==> config.mk <==
export PLATFORM = sky130hd
export DESIGN_NAME = otter_fetch_queue
export DESIGN_NICKNAME = d
export VERILOG_FILES = /design/src/rtl/otter_fetch_queue.sv
export SDC_FILE = /design/constraint.sdc
export NUM_CORES = 1
export LEC_CHECK = 0
export ABC_AREA = 0
export BUFFER_PORTS_ARGS = -buffer_cell sky130_fd_sc_hd__buf_4
export CORE_AREA = 2 2 191 193
export DETAILED_ROUTE_END_ITERATION = 8
export DIE_AREA = 0 0 193 195
export HOLD_SLACK_MARGIN = 0.08
export MAX_ROUTING_LAYER = met4
export SETUP_SLACK_MARGIN = 0.2
export SYNTH_ARGS = -nofsm -noshare
export SYNTH_HDL_FRONTEND = slang
export SYNTH_SLANG_ARGS = --single-unit
==> constraint.sdc <==
create_clock -name clk_i -period 4.3 [get_ports clk_i]
set_input_delay 0.215 -clock clk_i [delete_from_list [all_inputs] [get_ports clk_i]]
set_output_delay 0.215 -clock clk_i [all_outputs]
set_load 0.01 [all_outputs]
==> src/rtl/otter_fetch_queue.sv <==
// Instruction-fetch front end for the pipelined OTTER CPU: owns the fetch PC,
// issues one-cycle memory reads and queues {ir, pc} pairs for decode.
module otter_fetch_queue #(
    parameter int unsigned DEPTH    = 4,
    parameter logic [31:0] RESET_PC = 32'h0000_0000
) (
    input  logic                             clk_i,
    input  logic                             reset_i,
    input  logic                             redirect_i,
    input  logic [31:0]                      redirect_pc_i,
    output logic                             imem_rd_o,
    output logic [31:0]                      imem_addr_o,
    input  logic [31:0]                      imem_data_i,
    output logic                             de_valid_o,
    output logic [31:0]                      de_ir_o,
    output logic [31:0]                      de_pc_o,
    input  logic                             de_ready_i,
    output logic [$clog2(DEPTH+1)-1:0]       fq_count_o
);

    localparam int unsigned CW  = $clog2(DEPTH + 1);
    localparam int unsigned PW  = $clog2(DEPTH);
    localparam logic [31:0] NOP = 32'h0000_0013;

    logic [31:0]   ir_q [DEPTH];
    logic [31:0]   pc_q [DEPTH];
    logic [PW-1:0] rd_ptr_q, rd_ptr_d;
    logic [PW-1:0] wr_ptr_q, wr_ptr_d;
    logic [CW-1:0] count_q, count_d;
    logic          inflight_q, inflight_d;
    logic [31:0]   inflight_pc_q, inflight_pc_d;
    logic [31:0]   fetch_pc_q, fetch_pc_d;

    logic          credit_ok;
    logic          issue;
    logic          push;
    logic          pop;

    // Credit check counts queued plus in-flight work; a same-cycle pop is not credited.
    always_comb begin
        credit_ok = ({1'b0, count_q} + (CW+1)'(inflight_q)) < (CW+1)'(DEPTH);
        issue     = !reset_i && (redirect_i || credit_ok);
        push      = inflight_q && !redirect_i && !reset_i;

        imem_rd_o = issue;
        if (reset_i) begin
            imem_addr_o = RESET_PC;
        end else if (redirect_i) begin
            imem_addr_o = redirect_pc_i;
        end else begin
            imem_addr_o = fetch_pc_q;
        end

        de_valid_o = !reset_i && !redirect_i && (count_q != '0);
        de_ir_o    = NOP;
        de_pc_o    = 32'h0000_0000;
        if (de_valid_o) begin
            de_ir_o = ir_q[rd_ptr_q];
            de_pc_o = pc_q[rd_ptr_q];
        end
        pop        = de_valid_o && de_ready_i;
        fq_count_o = reset_i ? '0 : count_q;
    end

    // Next-state for the non-reset path; a redirect flushes everything queued.
    always_comb begin
        fetch_pc_d    = fetch_pc_q;
        inflight_d    = inflight_q;
        inflight_pc_d = inflight_pc_q;
        count_d       = count_q;
        rd_ptr_d      = rd_ptr_q;
        wr_ptr_d      = wr_ptr_q;

        if (redirect_i) begin
            inflight_d    = 1'b1;
            inflight_pc_d = redirect_pc_i;
            fetch_pc_d    = redirect_pc_i + 32'd4;
            count_d       = '0;
            rd_ptr_d      = '0;
            wr_ptr_d      = '0;
        end else begin
            if (issue) begin
                inflight_d    = 1'b1;
                inflight_pc_d = fetch_pc_q;
                fetch_pc_d    = fetch_pc_q + 32'd4;
            end else begin
                inflight_d    = 1'b0;
            end
            if (push) begin
                wr_ptr_d = wr_ptr_q + PW'(1);
            end
            if (pop) begin
                rd_ptr_d = rd_ptr_q + PW'(1);
            end
            count_d = count_q + CW'(push) - CW'(pop);
        end
    end

    always_ff @(posedge clk_i) begin
        if (reset_i) begin
            fetch_pc_q    <= RESET_PC;
            inflight_q    <= 1'b0;
            inflight_pc_q <= RESET_PC;
            count_q       <= '0;
            rd_ptr_q      <= '0;
            wr_ptr_q      <= '0;
        end else begin
            fetch_pc_q    <= fetch_pc_d;
            inflight_q    <= inflight_d;
            inflight_pc_q <= inflight_pc_d;
            count_q       <= count_d;
            rd_ptr_q      <= rd_ptr_d;
            wr_ptr_q      <= wr_ptr_d;
        end
    end

    // Queue storage needs no reset; count gates every read.
    always_ff @(posedge clk_i) begin
        if (push) begin
            ir_q[wr_ptr_q] <= imem_data_i;
            pc_q[wr_ptr_q] <= inflight_pc_q;
        end
    end

endmodule

== After elaboration in Yosys (flattened, before gate mapping) ==
Memory sizes are Yosys's and may differ from the RTL's. A register that Yosys moved wholly into a read port is not among the register bits.
Index checks and enable logic that the tools add are counted.
Word-level totals
  flip-flop bits (word level): 72
  bits in writable memories: 256
  input bits: 68
  memories kept: 2
Operators by class
  $add $sub $neg: 7
  order comparisons: 1
  multiplexer cells: 17
  reductions and logical operators: 12
Memories
  ir_q: words 4, width 32, read ports 1, clocked after Yosys merged registers in 1, write ports 1, line 25  | logic [31:0] ir_q [DEPTH];
  pc_q: words 4, width 32, read ports 1, clocked after Yosys merged registers in 1, write ports 1, line 26  | logic [31:0] pc_q [DEPTH];
Operators with widths (count)
  $mux W32: 8
  $add A32 B3 Y32 const B: 2
  $mux W2: 4
  $logic_and A1 B1 Y1: 6
  $add A2 B1 Y2 const B: 2
  $add A3 B1 Y4: 1
  $lt A4 B3 Y1 const B: 1
  $mux W1: 4
  $add A3 B1 Y3: 1
  $mux W3: 1
  $reduce_bool A3 Y1: 1
  $sub A3 B1 Y3: 1
  $logic_not A1 Y1: 2
  $reduce_bool A2 Y1: 1
  $reduce_or A2 Y1: 1
  $logic_or A1 B1 Y1: 1

== Depth between registers and ports, before layout ==
  depth after elaboration: 6
  mapped depth: 15
  gate-level depth less buffers: 10

== Worst setup path before layout ==
OpenSTA, ideal clock, no wires.
  kind: input -> register
  start point: input port redirect_i
  end point: memory ir_q[0][0] (enable)
  setup time: 0.429 ns
  arrival: 2.784 ns
  data required time: 3.871 ns
  path slack: 1.087 ns
  stages: 7
  buffers on the path: 5
  cells stage by stage: buf_6 buf_8 buf_2 buf_2 buf_2 nor2_1 and3_1
On the way
  longest elaborated chain between the ends: 5
RTL lines
  start: declaration: line 9  | input logic redirect_i,
  $logic_not A1 Y1: line 43  | push = inflight_q && !redirect_i && !reset_i;
  $logic_and A1 B1 Y1 (2 in a row): line 43
  $mux W1: line 119  | if (push) begin
  $mux W1 (not written as such): line 120  | ir_q[wr_ptr_q] <= imem_data_i;
  end: declaration: line 25
No other way between the ends.

== Worst setup path after layout ==
  start point: register count_q[1]
  end point: register inflight_pc_q[24]
On the way
  longest elaborated chain between the ends: 5
RTL lines
  start: declaration: line 29  | logic [CW-1:0] count_q, count_d;
  start signal: assignment: line 111  | count_q <= count_d;
  $add A3 B1 Y4: line 41  | credit_ok = ({1'b0, count_q} + (CW+1)'(inflight_q)) < (CW+1)'(DEPTH);
  $lt A4 B3 Y1: line 41
  $logic_or A1 B1 Y1: line 42  | issue = !reset_i && (redirect_i || credit_ok);
  $logic_and A1 B1 Y1: line 42
  $reduce_bool A2 Y1 (no line)
  end signal: assignment: line 110  | inflight_pc_q <= inflight_pc_d;
  end: declaration: line 31  | logic [31:0] inflight_pc_q, inflight_pc_d;
No other way between the ends.
A chain may end at the register's enable or synchronous reset.

==> key figures <==
Outcome
  • Outcome: complete, no violations

Final layout
  • Fillers: 3064
  • Non-Filler Instances: 1662
  • Share of cells above drive strength 1: 26.7%
  • N_diodes: 0
  • P&R area growth vs syn: 24.0%
  • Util after Layout: 49.3%
  • Post-layout net count: 1251

Clocking
  • CTS max path bufs: 3
  • H-tree depth: 2
  • CTS Buf Count: 38
  • CTS tree: built
  • Post-CTS setup buffer count: 0
  • Clk Latency, worst-skew pair: 0.51 ns
  • Reg clk slew, reported paths: 0.06 ns
  • Clk root buf: clkbuf_16
  • Resized Gates After CTS: 0
  • Clock Sinks: 330
  • Hold Buf Count CTS: 51

Timing
  • Final period util: 70.8%
  • Tmin final: 3.04 ns
  • Fmax: 328 MHz
  • Pins Over Slew Limit: 0
  • Endpoints failing setup: 0
  • Final setup TNS: 0 ns
  • Final hold violation count: 0
  • Worst Clk Skew: 0.00703 ns
  • RSZ-0062 raised after global routing: no
  • Worst-Margin Slew: 1.06 ns
  • Relative slew slack: 29.6%

Synth
  • Adder-cell area share of the yosys netlist: 0.853%
  • Largest family of logic cells by synthesized area: multiplexers
  • Post-synth EDFFs: 256
  • Top cell type by total area after synthesis: edfxtp_1
  • Flops & latches, synth: 330
  • Share of the synthesized area in the top cell type: 54.6%
  • Synth area leaders: edfxtp_1 55%, dfxtp_1 11%, mux4_2 10%, and2_1 2.8%, nor2_1 2.7%
  • Post-Syn Instances: 960
  • Syn. warnings: 0
  • Xor/xnor share of the synthesized area: 2.55%
  • Avg Cell Area, Syn: 14.7 µm²
  • Yosys cell types: 59
  • Register area share after synthesis: 65.1%
  • Simple-Gate Fraction of Synth Area: 11.3%
  • Ys async rst share: 0%
  • Synthesized area: 0.0141 mm²
  • Main synth FF type: edfxtp_1
  • Multiplexer share of the synthesized area: 12.9%
  • Post-Syn Nets: 1037
  • Post-synthesis compound-gate area fraction: 5.19%

Drt
  • Total Wirelength: 32800 µm
  • DRC: 0
  • Number of DRC markers in iteration 0: 460
  • Antenna Violating Nets Remaining: 0
  • Vias per cell: 5.18
  • WL/cell: 19.7 µm
  • Via count: 8608
  • Initial DRT Pass Iterations: 5

Setup path
  • WS Path Type: register to register
  • Setup slack, reg-to-reg: 1.26 ns
  • WP data required: 4.72 ns
  • Crit-path slowest cell: nand2_1
  • FF-to-FF End: inflight_pc_q[24]$_SDFFE_PP0P_
  • CP startpoint kind: register
  • Critical R2R Launch: count_q[1]$_SDFF_PP0_
  • CP arrival: 3.47 ns
  • CP max stage delay: 0.77 ns
  • Worst Reg-to-Reg Cells: 6
  • CP Depth: 6
  • Crit path cell chain: ha_1, and4b_1, mux2i_2, nand2_1, buf_4, a211oi_1
  • CP Buf/Inv Count: 1
  • Max Fanout on Critical Path: 26
  • CP top delay family: simple AND/OR/NAND/NOR gates
  • Crit end category: register

GRT
  • GRT Total Usage: 17.9%
  • Largest net degree at the start of global routing: 79
  • M3 GR Usage: 2.55%
  • Antenna violations before repair: 0
  • First-pass GRT wire length: 50300 µm
  • Grt peak-use layer: met2
  • Met2 GRT Util: 28.1%
  • Met1 GRT Util: 24.6%
  • Vias in the first global route: 8797
  • Grt ovf: 0

Power
  • Power Dens Cells: 398 mW/mm²
  • Pleak: 6.25 nW
  • VDD IR-drop max: 0.255 mV

Placement
  • Port bufs: 168
  • Dpl cells: 1544
  • Post-DP HPWL: 20000 µm
  • Global placer's final weighted congestion: 0.850

Floorplan
  • Ports: 169
  • Die height: 195 µm
  • DIE AREA: 0.0376 mm²
  • Die extent in x: 193 µm
  • Num rows: 69
  • Core area: 0.0354 mm²
  • Initial Util: 39.8%

Hold path
  • Hold path depth: 4
  • Worst Min Path Start: de_ready_i
  • HP Class: input pin to register
  • Hold path endpoint: rd_ptr_q[0]$_SDFFE_PP0P_

Run
  • Max_cap viols: 0
==> layer usage <==
metal / vias to the layer above / part of all wire (%)
li1: 4064 / -
met1: 4294 / 46
met2: 204 / 48
met3: 46 / 4.5
met4: 0 / 1.9
met5: - / 0
==> flip-flops by register name, summed over array words and instances, names as in the netlist, named ones only <==
| register | flops |
|---|---|
| count_q | 3 |
| fetch_pc_q | 32 |
| inflight_pc_q | 32 |
| inflight_q | 1 |
| ir_q | 128 |
| pc_q | 128 |
| rd_ptr_q | 2 |
| wr_ptr_q | 2 |
==> tightest hold or removal path, stage by stage <==
cell and delay, ns:
buf_4 0.08, and2_1 0.17, xnor2_1 0.09, nor2_1 0.07
==> layout make-up <==
cell class	count	area, µm²	share of cell area (%)
Sequential cell	330	9180	52.6
Multi-Input combinational cell	565	4650	26.6
Clock buffer	54	1080	6.21
Inverter	7	26.3	0.151
Clock inverter	13	61.3	0.351
Tap cell	461	577	3.30
Timing Repair Buffer	232	1880	10.8
==> where the power goes <==
| part | switching, mW | total (mW) | internal, mW |
|---|---|---|---|
| logic | 0.216 | 0.411 | 0.195 |
| clock network | 1.21 | 2.96 | 1.75 |
| registers | 0.0624 | 3.57 | 3.51 |
| total | 1.49 | 6.94 | 5.46 |
==> Yosys cell counts, drive strengths merged (26+ instances only) <==
master / instances
buf: 26
nor2: 102
a21oi: 38
mux4: 64
mux2i: 36
edfxtp: 256
dfxtp: 74
and2: 64
a211oi: 34
clkbuf: 32
nand2: 62
xnor2: 26
==> logic make-up after synthesis <==
logic type | count (synthesis)
adder cells (fa/ha/maj) | 9
AND/OR/NAND/NOR | 307
flip-flops | 330
AO/OA/AOI/OAI | 107
multiplexers | 101
XOR/XNOR | 41
buffers and inverters | 65
==> worst max-delay path by stage <==
stage	slack, ns	end	start
after floorplan	1.09	ir_q[0][0]$_DFFE_PP_	redirect_i
after global placement	1.35	fetch_pc_q[30]$_SDFFE_PP0P_	redirect_i
after detailed placement	1.24	inflight_pc_q[24]$_SDFFE_PP0P_	count_q[1]$_SDFF_PP0_
after CTS	1.21	inflight_pc_q[24]$_SDFFE_PP0P_	count_q[1]$_SDFF_PP0_
after global routing	0.94	fetch_pc_q[21]$_SDFFE_PP0P_	count_q[1]$_SDFF_PP0_
final	1.26	inflight_pc_q[24]$_SDFFE_PP0P_	count_q[1]$_SDFF_PP0_
==> per-stage QoR <==
step           total power [mW]  worst slack [ns]  hold slack [ns]  area (µm²)
5_1_grt                    7.19             0.941            0.171       17500
4_1_cts                    7.03              1.21            0.134       17500
6_report                   6.94              1.26            0.154       17500
3_3_place_gp               4.00              1.35            0.418       15800
3_5_place_dp               4.01              1.24            0.423       15800
2_1_floorplan              3.83              1.09            0.314       14100
==> layout by cell type (no fill, tap or decap), types with 7 or more instances in the layout <==
master | synthesis | final
nor2_1 | 102 | 101
xnor2_1 | 26 | 26
edfxtp_1 | 256 | 256
dfxtp_1 | 74 | 72
a21oi_1 | 37 | 37
xor2_1 | 15 | 15
nand2_1 | 61 | 61
clkbuf_1 | 32 | 12
inv_1 | 7 | 7
nand4_1 | 8 | 8
clkbuf_16 | 0 | 41
o21ai_0 | 11 | 11
mux2i_1 | 36 | 35
nand3_1 | 22 | 22
buf_4 | 0 | 180
and2_1 | 64 | 64
a211oi_1 | 34 | 34
dlygate4sd3_1 | 0 | 51
ha_1 | 8 | 8
mux4_2 | 64 | 64
Power figures use the tool's default switching activity.
